$ cat config.mk
export PLATFORM = sky130hd
export DESIGN_NAME = mbgd_ram_arb_flat
export DESIGN_NICKNAME = d
export VERILOG_FILES = /design/src/rtl/mbgd_ram_arb_if.sv /design/src/rtl/mbgd_ram_arb.sv /design/src/flat_wrapper.sv
export SDC_FILE = /design/constraint.sdc
export NUM_CORES = 1
export LEC_CHECK = 0
export CORE_MARGIN = 4
export CORE_UTILIZATION = 37
export CTS_BUF_LIST = sky130_fd_sc_hd__clkbuf_4 sky130_fd_sc_hd__clkbuf_8
export CTS_CLUSTER_DIAMETER = 120
export DETAILED_ROUTE_END_ITERATION = 8
export GPL_ROUTABILITY_DRIVEN = 0
export PLACE_DENSITY = 0.78
export SLEW_MARGIN = 5
export SYNTH_ARGS = -nofsm -noshare
export SYNTH_HDL_FRONTEND = slang
export SYNTH_SLANG_ARGS = --single-unit
$ cat constraint.sdc
create_clock -name apb_pclk -period 1.19 [get_ports apb_pclk]
set_input_delay 0.1785 -clock apb_pclk [delete_from_list [all_inputs] [get_ports apb_pclk]]
set_output_delay 0.1785 -clock apb_pclk [all_outputs]
set_load 0.05 [all_outputs]
$ cat src/rtl/mbgd_ram_arb_if.sv
// Bus bundle for mbgd_ram_arb: two requester ports (APB regfile = r0,
// MBGD engine = r1), the single-port RAM side and the busy flag.
// The slave modport is the arbiter's view; the master modport is the view
// of the surrounding system (requesters plus the RAM macro).
interface mbgd_ram_arb_if #(
    parameter int ADDR_W = 8,
    parameter int DATA_W = 8
);
    // requester 0 (APB regfile)
    logic              r0_req;
    logic              r0_wr;
    logic [ADDR_W-1:0] r0_addr;
    logic [DATA_W-1:0] r0_wdata;
    logic              r0_gnt;
    logic              r0_rvalid;
    logic [DATA_W-1:0] r0_rdata;

    // requester 1 (MBGD engine)
    logic              r1_req;
    logic              r1_wr;
    logic [ADDR_W-1:0] r1_addr;
    logic [DATA_W-1:0] r1_wdata;
    logic              r1_gnt;
    logic              r1_rvalid;
    logic [DATA_W-1:0] r1_rdata;

    // RAM side
    logic              RAM_CS;
    logic              RAM_RD;
    logic [ADDR_W-1:0] RAM_Addr;
    logic [DATA_W-1:0] RAM_dataIn;
    logic [DATA_W-1:0] RAM_dataOut;

    // status
    logic              arb_busy;

    modport slave (
        input  r0_req, r0_wr, r0_addr, r0_wdata,
        output r0_gnt, r0_rvalid, r0_rdata,
        input  r1_req, r1_wr, r1_addr, r1_wdata,
        output r1_gnt, r1_rvalid, r1_rdata,
        output RAM_CS, RAM_RD, RAM_Addr, RAM_dataIn,
        input  RAM_dataOut,
        output arb_busy
    );

    modport master (
        output r0_req, r0_wr, r0_addr, r0_wdata,
        input  r0_gnt, r0_rvalid, r0_rdata,
        output r1_req, r1_wr, r1_addr, r1_wdata,
        input  r1_gnt, r1_rvalid, r1_rdata,
        input  RAM_CS, RAM_RD, RAM_Addr, RAM_dataIn,
        output RAM_dataOut,
        input  arb_busy
    );
endinterface

$ cat src/rtl/mbgd_ram_arb.sv
// mbgd_ram_arb: two-requester arbiter in front of a single-port RAM with
// one cycle of read latency.
//  - Issue is registered: the winner at edge E drives the RAM during E+1 and
//    sees its gnt pulse in the same cycle.
//  - A requester whose gnt is currently high is not eligible, so a held
//    request cannot be issued twice.
//  - Reads return at edge E+2 (rvalid visible two cycles after gnt), in
//    issue order, through a one-entry tag pipeline.
//  - Configuration macro MBGD_ARB_RR_EN: when defined, ties are broken
//    round-robin (pointer moves only on a grant); when undefined, requester 1
//    has fixed priority and no pointer exists.
//  - Reset is synchronous, active-low, and clears every register including
//    the read pipeline, so an in-flight read is dropped.
module mbgd_ram_arb #(
    parameter int ADDR_W = 8,
    parameter int DATA_W = 8
) (
    input  logic           apb_pclk,
    input  logic           resetn,
    mbgd_ram_arb_if.slave  bus
);

    // ------------------------------------------------------------------
    // Registered state
    // ------------------------------------------------------------------
    logic              cs_q,       cs_d;
    logic              rd_q,       rd_d;
    logic [ADDR_W-1:0] addr_q,     addr_d;
    logic [DATA_W-1:0] din_q,      din_d;
    logic              gnt0_q,     gnt0_d;
    logic              gnt1_q,     gnt1_d;
    logic              rvalid0_q,  rvalid0_d;
    logic              rvalid1_q,  rvalid1_d;
    logic [DATA_W-1:0] rdata0_q,   rdata0_d;
    logic [DATA_W-1:0] rdata1_q,   rdata1_d;
    logic              busy_q,     busy_d;
    // read issued to the RAM last cycle, waiting for RAM_dataOut
    logic              pend_vld_q, pend_vld_d;
    // owner of that read: 0 = requester 0, 1 = requester 1
    logic              pend_id_q,  pend_id_d;
`ifdef MBGD_ARB_RR_EN
    // next preferred requester on a tie
    logic              ptr_q,      ptr_d;
`endif

    // ------------------------------------------------------------------
    // Arbitration
    // ------------------------------------------------------------------
    logic elig0_s;
    logic elig1_s;
    logic win0_s;
    logic win1_s;

    // Pick at most one winner among the eligible requesters.
    always_comb begin
        elig0_s = bus.r0_req & ~gnt0_q;
        elig1_s = bus.r1_req & ~gnt1_q;
        win0_s  = 1'b0;
        win1_s  = 1'b0;
`ifdef MBGD_ARB_RR_EN
        if (elig0_s && elig1_s) begin
            if (ptr_q == 1'b0) begin
                win0_s = 1'b1;
            end else begin
                win1_s = 1'b1;
            end
        end else if (elig0_s) begin
            win0_s = 1'b1;
        end else if (elig1_s) begin
            win1_s = 1'b1;
        end else begin
            win0_s = 1'b0;
            win1_s = 1'b0;
        end
`else
        if (elig1_s) begin
            win1_s = 1'b1;
        end else if (elig0_s) begin
            win0_s = 1'b1;
        end else begin
            win0_s = 1'b0;
            win1_s = 1'b0;
        end
`endif
    end

    // ------------------------------------------------------------------
    // Next-state computation
    // ------------------------------------------------------------------

    // RAM command: load the winner's fields, otherwise drop CS and hold
    // address/direction/data so the RAM pins do not toggle needlessly.
    always_comb begin
        cs_d   = win0_s | win1_s;
        gnt0_d = win0_s;
        gnt1_d = win1_s;
        rd_d   = rd_q;
        addr_d = addr_q;
        din_d  = din_q;
        if (win1_s) begin
            rd_d   = ~bus.r1_wr;
            addr_d = bus.r1_addr;
            din_d  = bus.r1_wdata;
        end else if (win0_s) begin
            rd_d   = ~bus.r0_wr;
            addr_d = bus.r0_addr;
            din_d  = bus.r0_wdata;
        end else begin
            rd_d   = rd_q;
            addr_d = addr_q;
            din_d  = din_q;
        end
    end

    // Read return path: tag the read while the RAM samples it, then steer
    // RAM_dataOut to the owner one edge later.
    always_comb begin
        pend_vld_d = cs_q & rd_q;
        pend_id_d  = gnt1_q;
        rvalid0_d  = pend_vld_q & ~pend_id_q;
        rvalid1_d  = pend_vld_q &  pend_id_q;
        rdata0_d   = rdata0_q;
        rdata1_d   = rdata1_q;
        if (rvalid0_d) begin
            rdata0_d = bus.RAM_dataOut;
        end else if (rvalid1_d) begin
            rdata1_d = bus.RAM_dataOut;
        end else begin
            rdata0_d = rdata0_q;
            rdata1_d = rdata1_q;
        end
        // busy covers the RAM cycle itself and the data-return cycle
        busy_d = cs_d | pend_vld_d;
    end

`ifdef MBGD_ARB_RR_EN
    // Round-robin pointer: after a grant, prefer the other requester.
    always_comb begin
        ptr_d = ptr_q;
        if (win0_s) begin
            ptr_d = 1'b1;
        end else if (win1_s) begin
            ptr_d = 1'b0;
        end else begin
            ptr_d = ptr_q;
        end
    end
`endif

    // ------------------------------------------------------------------
    // State registers
    // ------------------------------------------------------------------

    // All state with synchronous active-low reset.
    always_ff @(posedge apb_pclk) begin
        if (!resetn) begin
            cs_q       <= 1'b0;
            rd_q       <= 1'b0;
            addr_q     <= {ADDR_W{1'b0}};
            din_q      <= {DATA_W{1'b0}};
            gnt0_q     <= 1'b0;
            gnt1_q     <= 1'b0;
            rvalid0_q  <= 1'b0;
            rvalid1_q  <= 1'b0;
            rdata0_q   <= {DATA_W{1'b0}};
            rdata1_q   <= {DATA_W{1'b0}};
            busy_q     <= 1'b0;
            pend_vld_q <= 1'b0;
            pend_id_q  <= 1'b0;
`ifdef MBGD_ARB_RR_EN
            ptr_q      <= 1'b0;
`endif
        end else begin
            cs_q       <= cs_d;
            rd_q       <= rd_d;
            addr_q     <= addr_d;
            din_q      <= din_d;
            gnt0_q     <= gnt0_d;
            gnt1_q     <= gnt1_d;
            rvalid0_q  <= rvalid0_d;
            rvalid1_q  <= rvalid1_d;
            rdata0_q   <= rdata0_d;
            rdata1_q   <= rdata1_d;
            busy_q     <= busy_d;
            pend_vld_q <= pend_vld_d;
            pend_id_q  <= pend_id_d;
`ifdef MBGD_ARB_RR_EN
            ptr_q      <= ptr_d;
`endif
        end
    end

    // ------------------------------------------------------------------
    // Outputs (all straight from registers)
    // ------------------------------------------------------------------
    assign bus.RAM_CS     = cs_q;
    assign bus.RAM_RD     = rd_q;
    assign bus.RAM_Addr   = addr_q;
    assign bus.RAM_dataIn = din_q;
    assign bus.r0_gnt     = gnt0_q;
    assign bus.r1_gnt     = gnt1_q;
    assign bus.r0_rvalid  = rvalid0_q;
    assign bus.r1_rvalid  = rvalid1_q;
    assign bus.r0_rdata   = rdata0_q;
    assign bus.r1_rdata   = rdata1_q;
    assign bus.arb_busy   = busy_q;

endmodule

$ cat src/flat_wrapper.sv
// flat-port wrapper written by rule: the top's interface ports become plain ports
module mbgd_ram_arb_flat 
#(
    parameter int ADDR_W = 8,
    parameter int DATA_W = 8
)
  (apb_pclk, resetn, bus_r0_req, bus_r0_wr, bus_r0_addr, bus_r0_wdata, bus_r0_gnt, bus_r0_rvalid, bus_r0_rdata, bus_r1_req, bus_r1_wr, bus_r1_addr, bus_r1_wdata, bus_r1_gnt, bus_r1_rvalid, bus_r1_rdata, bus_RAM_CS, bus_RAM_RD, bus_RAM_Addr, bus_RAM_dataIn, bus_RAM_dataOut, bus_arb_busy);
  mbgd_ram_arb_if #(.ADDR_W(ADDR_W), .DATA_W(DATA_W)) bus_i ();
  input  logic apb_pclk;
  input  logic resetn;
  input wire logic [$bits(bus_i.r0_req)-1:0] bus_r0_req;
  input wire logic [$bits(bus_i.r0_wr)-1:0] bus_r0_wr;
  input wire logic [$bits(bus_i.r0_addr)-1:0] bus_r0_addr;
  input wire logic [$bits(bus_i.r0_wdata)-1:0] bus_r0_wdata;
  output wire logic [$bits(bus_i.r0_gnt)-1:0] bus_r0_gnt;
  output wire logic [$bits(bus_i.r0_rvalid)-1:0] bus_r0_rvalid;
  output wire logic [$bits(bus_i.r0_rdata)-1:0] bus_r0_rdata;
  input wire logic [$bits(bus_i.r1_req)-1:0] bus_r1_req;
  input wire logic [$bits(bus_i.r1_wr)-1:0] bus_r1_wr;
  input wire logic [$bits(bus_i.r1_addr)-1:0] bus_r1_addr;
  input wire logic [$bits(bus_i.r1_wdata)-1:0] bus_r1_wdata;
  output wire logic [$bits(bus_i.r1_gnt)-1:0] bus_r1_gnt;
  output wire logic [$bits(bus_i.r1_rvalid)-1:0] bus_r1_rvalid;
  output wire logic [$bits(bus_i.r1_rdata)-1:0] bus_r1_rdata;
  output wire logic [$bits(bus_i.RAM_CS)-1:0] bus_RAM_CS;
  output wire logic [$bits(bus_i.RAM_RD)-1:0] bus_RAM_RD;
  output wire logic [$bits(bus_i.RAM_Addr)-1:0] bus_RAM_Addr;
  output wire logic [$bits(bus_i.RAM_dataIn)-1:0] bus_RAM_dataIn;
  input wire logic [$bits(bus_i.RAM_dataOut)-1:0] bus_RAM_dataOut;
  output wire logic [$bits(bus_i.arb_busy)-1:0] bus_arb_busy;
  assign bus_i.r0_req = bus_r0_req;
  assign bus_i.r0_wr = bus_r0_wr;
  assign bus_i.r0_addr = bus_r0_addr;
  assign bus_i.r0_wdata = bus_r0_wdata;
  assign bus_r0_gnt = bus_i.r0_gnt;
  assign bus_r0_rvalid = bus_i.r0_rvalid;
  assign bus_r0_rdata = bus_i.r0_rdata;
  assign bus_i.r1_req = bus_r1_req;
  assign bus_i.r1_wr = bus_r1_wr;
  assign bus_i.r1_addr = bus_r1_addr;
  assign bus_i.r1_wdata = bus_r1_wdata;
  assign bus_r1_gnt = bus_i.r1_gnt;
  assign bus_r1_rvalid = bus_i.r1_rvalid;
  assign bus_r1_rdata = bus_i.r1_rdata;
  assign bus_RAM_CS = bus_i.RAM_CS;
  assign bus_RAM_RD = bus_i.RAM_RD;
  assign bus_RAM_Addr = bus_i.RAM_Addr;
  assign bus_RAM_dataIn = bus_i.RAM_dataIn;
  assign bus_i.RAM_dataOut = bus_RAM_dataOut;
  assign bus_arb_busy = bus_i.arb_busy;
  mbgd_ram_arb #(.ADDR_W(ADDR_W), .DATA_W(DATA_W)) u_core (.apb_pclk(apb_pclk), .resetn(resetn), .bus(bus_i));
endmodule
==> flow_metrics.env, run 1 <==
export IMPL_status="finished, final reports clean"
export IMPL_leakage_nw=1.27
export IMPL_dieArea_sq_um=5710
export IMPL_final_cell_mix="58 x nand2_1, 44 x clkdlybuf4s50_1, 41 x buf_12, 39 x dfxtp_1, 16 x a21boi_0"
export IMPL_nets=329
export IMPL_grt_pass1_vias=1649
export IMPL_initial_core_util_pct=38.5
export IMPL_crit_fanout=29
export IMPL_r2r_slack_ns=0.05
export IMPL_cts_sinks=41
export IMPL_worstPathArrival_ns=1.35
export IMPL_ff_latch_area_sq_um=828
export IMPL_vias=1718
export IMPL_hp_class="in2reg"
export IMPL_grt_usage_pct=18.3
export IMPL_synthTopCellsByArea="dfxtp_1 49%, nand2_1 13%, a21boi_0 7.1%"
export IMPL_layoutNonFillerInstCount=336
export IMPL_yosys_area_top_type="dfxtp_1"
export IMPL_yosysTopAreaCellShare_pct=48.6
export IMPL_layout_drive_gt1_share_pct=31.3
export IMPL_routed_wire_length_per_instance_um=14.9
export IMPL_setup_violations=0
export IMPL_dp_hpwl_mm=3.80
export IMPL_slew_viol_final=0
export IMPL_nFillCells=304
export IMPL_finalHoldViolCount=0
export IMPL_rows=24
export IMPL_grt_pass1_wl_mm=7.57
export IMPL_synth_cells=190
export IMPL_multi_input_area_sq_um=815
export IMPL_yosysUniqueCellTypes=20
export IMPL_power_density_nw_per_um2=1080
export IMPL_crit_type="in2reg"
export IMPL_worstMarginPinSlew_ns=0.361
export IMPL_ir_drop_mv=0.749
export IMPL_relSlewSlack_pct=75.7
export IMPL_yosysSeqAreaShare_pct=48.6
export IMPL_antenna_left=0
export IMPL_critical_path_required_ns=1.37
export IMPL_yosys_warnings=0
export IMPL_antenna_found_initial=0
export IMPL_ys_ff_latch=41
export IMPL_drt_total_wl_mm=5.00
export IMPL_ctsRootBufferMaster="clkbuf_8"
export IMPL_core_sq_um=4380
export IMPL_cts_htree_levels=2
export IMPL_syn_nets=236
export IMPL_portBuffers=84
export IMPL_clock_path_buffers=2
export IMPL_antenna_diode_count=0
export IMPL_cts_tree="yes"
export IMPL_fp_dieW_um=75.5
export IMPL_finClkSkew_ns=0.00475
export IMPL_maxCapViolations=0
export IMPL_max_freq_mhz=853
export IMPL_grt_overflow_total=0
export IMPL_drtIter0Drc=98
export IMPL_clkTransAtPathRegs_ns=0.08
export IMPL_syn_area_per_cell_sq_um=8.88
export IMPL_via_per_inst=5.11
export IMPL_placed_cells=328
export IMPL_numCtsBuffers=5
export IMPL_end_kind="flip-flop"
export IMPL_synth_area_sq_um=1690
export IMPL_start_kind="input pin"
export IMPL_clk_insertion_delay_late_ns=0.30
export IMPL_post_route_period_util_pct=98.5
export IMPL_drc=0
export IMPL_place_worst_setup_slack_ns=-0.409
export IMPL_postCtsSetupBuffers=0
export IMPL_dr_pass1_iters=4
export IMPL_area_delta_synth_final_pct=92.3
export IMPL_grt_start_max_net_pins=30
export IMPL_final_min_clock_period_ns=1.17
export IMPL_setup_slack_ns=0.0178
export IMPL_die_y_um=75.5
export IMPL_layout_commonest_cell="nand2_1"
export IMPL_io_pins=85
[power breakdown]
group          internal, mW  total (mW)  leakage (nW)  switching, mW
Clock                 0.470       0.954        0.0512          0.484
Combinational         0.548        1.04         0.878          0.487
Sequential             1.44        1.52         0.337         0.0813
Total                  2.46        3.51          1.27           1.05
[critical path, stage by stage]
cell	delay, ns
clkdlybuf4s50_1	0.43
nor2b_4	0.16
buf_12	0.16
o31ai_1	0.36
a31oi_2	0.05
[cell usage after synthesis, drive strengths merged]
cell type	count
o21ai	1
a21boi	16
a31oi	16
dfxtp	41
nand2	58
and2	3
nor2b	3
mux2	1
inv	1
o22ai	1
nand2b	2
and3	3
clkbuf	9
buf	9
o31ai	16
nand3	8
or2	1
a21o	1
[worst paths after layout]
| path | from | to | depth (start not counted) |
|---|---|---|---|
| setup reg to reg | u_core.bus.r0_gnt | u_core.bus.RAM_dataIn[0] | 4 |
| hold reg to reg | u_core.bus.r1_rdata[2] | u_core.bus.r1_rdata[2] | 2 |
| setup / recovery | bus_r1_req | u_core.bus.RAM_dataIn[0] | 5 |
| hold / removal | bus_r1_wdata[5] | u_core.bus.RAM_dataIn[5] | 3 |
[registers in the layout (all words and copies together), names as in the netlist]
name,cells
u_core.bus.RAM_RD,1
u_core.bus.r0_rvalid,1
u_core.bus.RAM_CS,1
u_core.bus.r1_rdata,8
u_core.bus.RAM_Addr,8
u_core.bus.RAM_dataIn,8
u_core.bus.r1_rvalid,1
u_core.bus.r0_rdata,8
u_core.bus.r1_gnt,1
u_core.bus.arb_busy,1
u_core.bus.r0_gnt,1
u_core.pend_id_q,1
u_core.pend_vld_q,1
[metrics by stage]
stage | hold WS (ns) | utilization [%] | power (mW) | cell area, sq um | setup TNS [ns]
after detailed placement | 0.478 | 69.8 | 2.54 | 3060 | -7.33
after global routing | 0.444 | 74.0 | 3.66 | 3250 | -0.0445
final | 0.436 | 74.0 | 3.51 | 3250 | 0
after CTS | 0.430 | 72.7 | 3.51 | 3190 | 0
after global placement | 0.481 | 69.8 | 2.52 | 3060 | -6.08
after floorplan | 0.323 | - | 1.98 | 1700 | -1.09
[layer usage]
layer	wire [um]	global-route usage, %
met1	1860	18.9
met2	2420	31.2
met3	609	8.84
met4	109	8.74
met5	0	0
[cell families (layout without fill, tap and decap cells)]
logic type             Yosys count  count (layout)  synth area share (%)
multiplexers                     1               1                 0.667
AO/OA/AOI/OAI                   51              51                  25.0
buffers and inverters           19             113                  6.00
AND/OR/NAND/NOR                 78              78                  19.7
flip-flops                      41              41                  48.6
[layout make-up]
cell class,count,area share [%]
clock buffers,6,2.54
clock inverters,2,0.424
inverters,1,0.116
multi-input cells,130,25.1
flip-flops and latches,41,25.5
well taps,52,2.00
repair buffers,104,44.3
[timing repair]
action	CTS	global route
endpoints found under the setup margin	15	15
cloned	0	1
pin swaps	0	2
resized for setup	9	9
hold buffers	0	0
(Power assumes the default switching activity.)
==> run 2, diff against run 1 <==
--- a/config.mk
+++ b/config.mk
@@ -6,12 +6,14 @@
 export NUM_CORES = 1
 export LEC_CHECK = 0
 export CORE_MARGIN = 4
-export CORE_UTILIZATION = 37
+export CORE_UTILIZATION = 44
 export CTS_BUF_LIST = sky130_fd_sc_hd__clkbuf_4 sky130_fd_sc_hd__clkbuf_8
 export CTS_CLUSTER_DIAMETER = 120
 export DETAILED_ROUTE_END_ITERATION = 8
 export GPL_ROUTABILITY_DRIVEN = 0
-export PLACE_DENSITY = 0.78
+export HOLD_SLACK_MARGIN = 0.03
+export PLACE_DENSITY = 0.87
+export SKIP_CTS_REPAIR_TIMING = 1
 export SLEW_MARGIN = 5
 export SYNTH_ARGS = -nofsm -noshare
 export SYNTH_HDL_FRONTEND = slang
==> constraint.sdc (replaced) <==
create_clock -name apb_pclk -period 1.45 [get_ports apb_pclk]
set_input_delay 0.2175 -clock apb_pclk [delete_from_list [all_inputs] [get_ports apb_pclk]]
set_output_delay 0.2175 -clock apb_pclk [all_outputs]
set_load 0.05 [all_outputs]
==> run 2 against run 1 <==
Wire length fell by 9.6%. Critical endpoint unchanged. Worst hold slack improved by 0.026 ns. Worst setup slack better by 0.076 ns. Critical path depth did not move. Global-route usage up 0.36 points. Final cell count fell by 3.3%. Clock power grew 0.6%. Non-clock buffer count down 7. Register-to-register slack improved by 0.11 ns.
==> flow_metrics.env, run 2 (synthesis gave the netlist of run 1 again) <==
export IMPL_whs_endpoint="u_core.bus.r0_rdata[0]"
export IMPL_hold_depth=2
export IMPL_total_power_mw=2.90
export IMPL_vias=1619
export IMPL_power_density_nw_per_um2=1030
export IMPL_numCtsBuffers=5
export IMPL_via_per_inst=4.98
export IMPL_hp_start="u_core.bus.r0_rdata[0]"
export IMPL_setup_slack_ns=0.0940
export IMPL_initial_core_util_pct=45.8
export IMPL_cts_htree_levels=2
export IMPL_worstPathArrival_ns=1.54
export IMPL_nets=322
export IMPL_worstMarginPinSlew_ns=0.429
export IMPL_max_stage_delay_ns=0.45
export IMPL_ir_drop_mv=0.855
export IMPL_finalHoldViolCount=0
export IMPL_r2r_end="u_core.bus.RAM_dataIn[0]"
export IMPL_met2_length_mm=2.13
export IMPL_die_y_um=69.9
export IMPL_dr_pass1_iters=4
export IMPL_grt_setup_unrepaired="no"
export IMPL_antenna_diode_count=0
export IMPL_combPwrFrac_pct=24.4
export IMPL_drtIter0Drc=68
export IMPL_portBuffers=84
export IMPL_reg2reg_from="u_core.bus.r0_gnt"
export IMPL_status="finished, final reports clean"
export IMPL_place_worst_setup_slack_ns=-0.218
export IMPL_dieArea_sq_um=4890
export IMPL_dp_hpwl_mm=3.45
export IMPL_relSlewSlack_pct=71.3
export IMPL_fin_area_sq_um=2820
export IMPL_ctsRootBufferMaster="clkbuf_8"
export IMPL_post_route_period_util_pct=93.5
export IMPL_crit_type="in2reg"
export IMPL_leakage_nw=1.13
export IMPL_clk_insertion_delay_late_ns=0.30
export IMPL_hp_class="reg2reg"
export IMPL_grt_pass1_wl_mm=7.10
export IMPL_setup_violations=0
export IMPL_placed_cell_area_sq_um=2700
export IMPL_r2r_slack_ns=0.16
export IMPL_antenna_left=0
export IMPL_critical_path_required_ns=1.63
export IMPL_clock_path_buffers=2
export IMPL_rows=22
export IMPL_antenna_found_initial=0
export IMPL_slew_viol_final=0
export IMPL_grt_overflow_total=0
export IMPL_area_delta_synth_final_pct=67.0
export IMPL_final_cell_mix="58 x nand2_1, 45 x clkdlybuf4s50_1, 39 x dfxtp_1, 36 x buf_4"
export IMPL_layout_commonest_cell="nand2_1"
export IMPL_met3WireLength_um=494
export IMPL_drt_met1_wl_mm=1.82
export IMPL_io_pins=85
export IMPL_maxCapViolations=0
export IMPL_grt_pass1_vias=1576
export IMPL_fp_dieW_um=69.9
export IMPL_drt_total_wl_mm=4.52
export IMPL_slowest_stage="clkdlybuf4s50_1"
export IMPL_crit_chain="clkdlybuf4s50_1 > nor2b_1 > or2_1 > buf_12 > a31oi_2"
export IMPL_crit_fanout=17
export IMPL_top_layer="met4"
export IMPL_sequentialPowerShare_pct=42.5
export IMPL_core_sq_um=3690
export IMPL_grt_start_max_net_pins=21
export IMPL_start_kind="input pin"
export IMPL_cts_sinks=41
export IMPL_cts_tree="yes"
export IMPL_grt_usage_pct=18.7
export IMPL_swShare_pct=28.4
export IMPL_finClkSkew_ns=0.00347
export IMPL_max_freq_mhz=737
export IMPL_clkTransAtPathRegs_ns=0.08
export IMPL_nFillCells=274
export IMPL_end_kind="flip-flop"
export IMPL_layout_drive_gt1_share_pct=27.1
export IMPL_internal_power_mw=2.08
export IMPL_reg2reg_depth=4
export IMPL_final_min_clock_period_ns=1.36
export IMPL_pwr_share_clk_pct=33.1
export IMPL_p_sw_mw=0.824
export IMPL_drc=0
export IMPL_routed_wire_length_per_instance_um=13.9
==> run 2: critical path: cells and delay by family <==
family,cells,cell delay [ns]
buffers and inverters,2,0.62
and+or+nand+nor,2,0.60
AOI/OAI and AO/OA,1,0.09
==> run 2: area by class of cell <==
cell class,count,area (sq um),share of cell area (%)
multi-input combinational,130,771,27.3
clock buffer,6,82.6,2.93
sequential,41,823,29.2
clock inverter,2,37.5,1.33
timing repair buffer,97,1040,36.9
inverter,1,3.75,0.133
tap,48,60.1,2.13
==> run 2: metrics by stage <==
step / instances / util (%) / hold slack (ns) / setup TNS, ns
2_1_floorplan: 190 / - / 0.362 / 0
3_3_place_gp: 317 / 73.1 / 0.452 / -3.02
3_5_place_dp: 317 / 73.1 / 0.458 / -3.54
4_1_cts: 325 / 76.4 / 0.468 / 0
5_1_grt: 325 / 76.4 / 0.472 / 0
6_report: 325 / 76.4 / 0.462 / 0
==> run 2: how the worst max path moves through the flow <==
stage	startpoint	endpoint	slack [ns]
finish	bus_r0_req	u_core.bus.RAM_dataIn[0]	0.09
global route	bus_r0_req	u_core.bus.RAM_Addr[5]	0.02
CTS	bus_r0_req	u_core.bus.RAM_Addr[4]	0.1
detailed placement	bus_r0_req	u_core.bus.RAM_Addr[4]	-0.22
global placement	bus_r0_req	u_core.bus.RAM_Addr[2]	-0.18
floorplan	u_core.bus.r1_gnt	u_core.bus.RAM_dataIn[1]	0.07
==> run 2: metal layers <==
layer | GRT usage, % | up-vias
met2 | 31.2 | 76
met1 | 19.9 | 715
met5 | 0 | -
met3 | 10.1 | 7
li1 | - | 821
met4 | 6.81 | 0
==> run 2: power by group through the flow <==
| stage | clock network, mW | registers [mW] | logic [mW] |
|---|---|---|---|
| after floorplan | 0 | 1.44 | 0.187 |
| after global placement | 0 | 1.26 | 0.701 |
| after detailed placement | 0 | 1.26 | 0.710 |
| after CTS | 0.977 | 1.23 | 0.713 |
| after global routing | 1.03 | 1.24 | 0.746 |
| final | 0.960 | 1.23 | 0.707 |
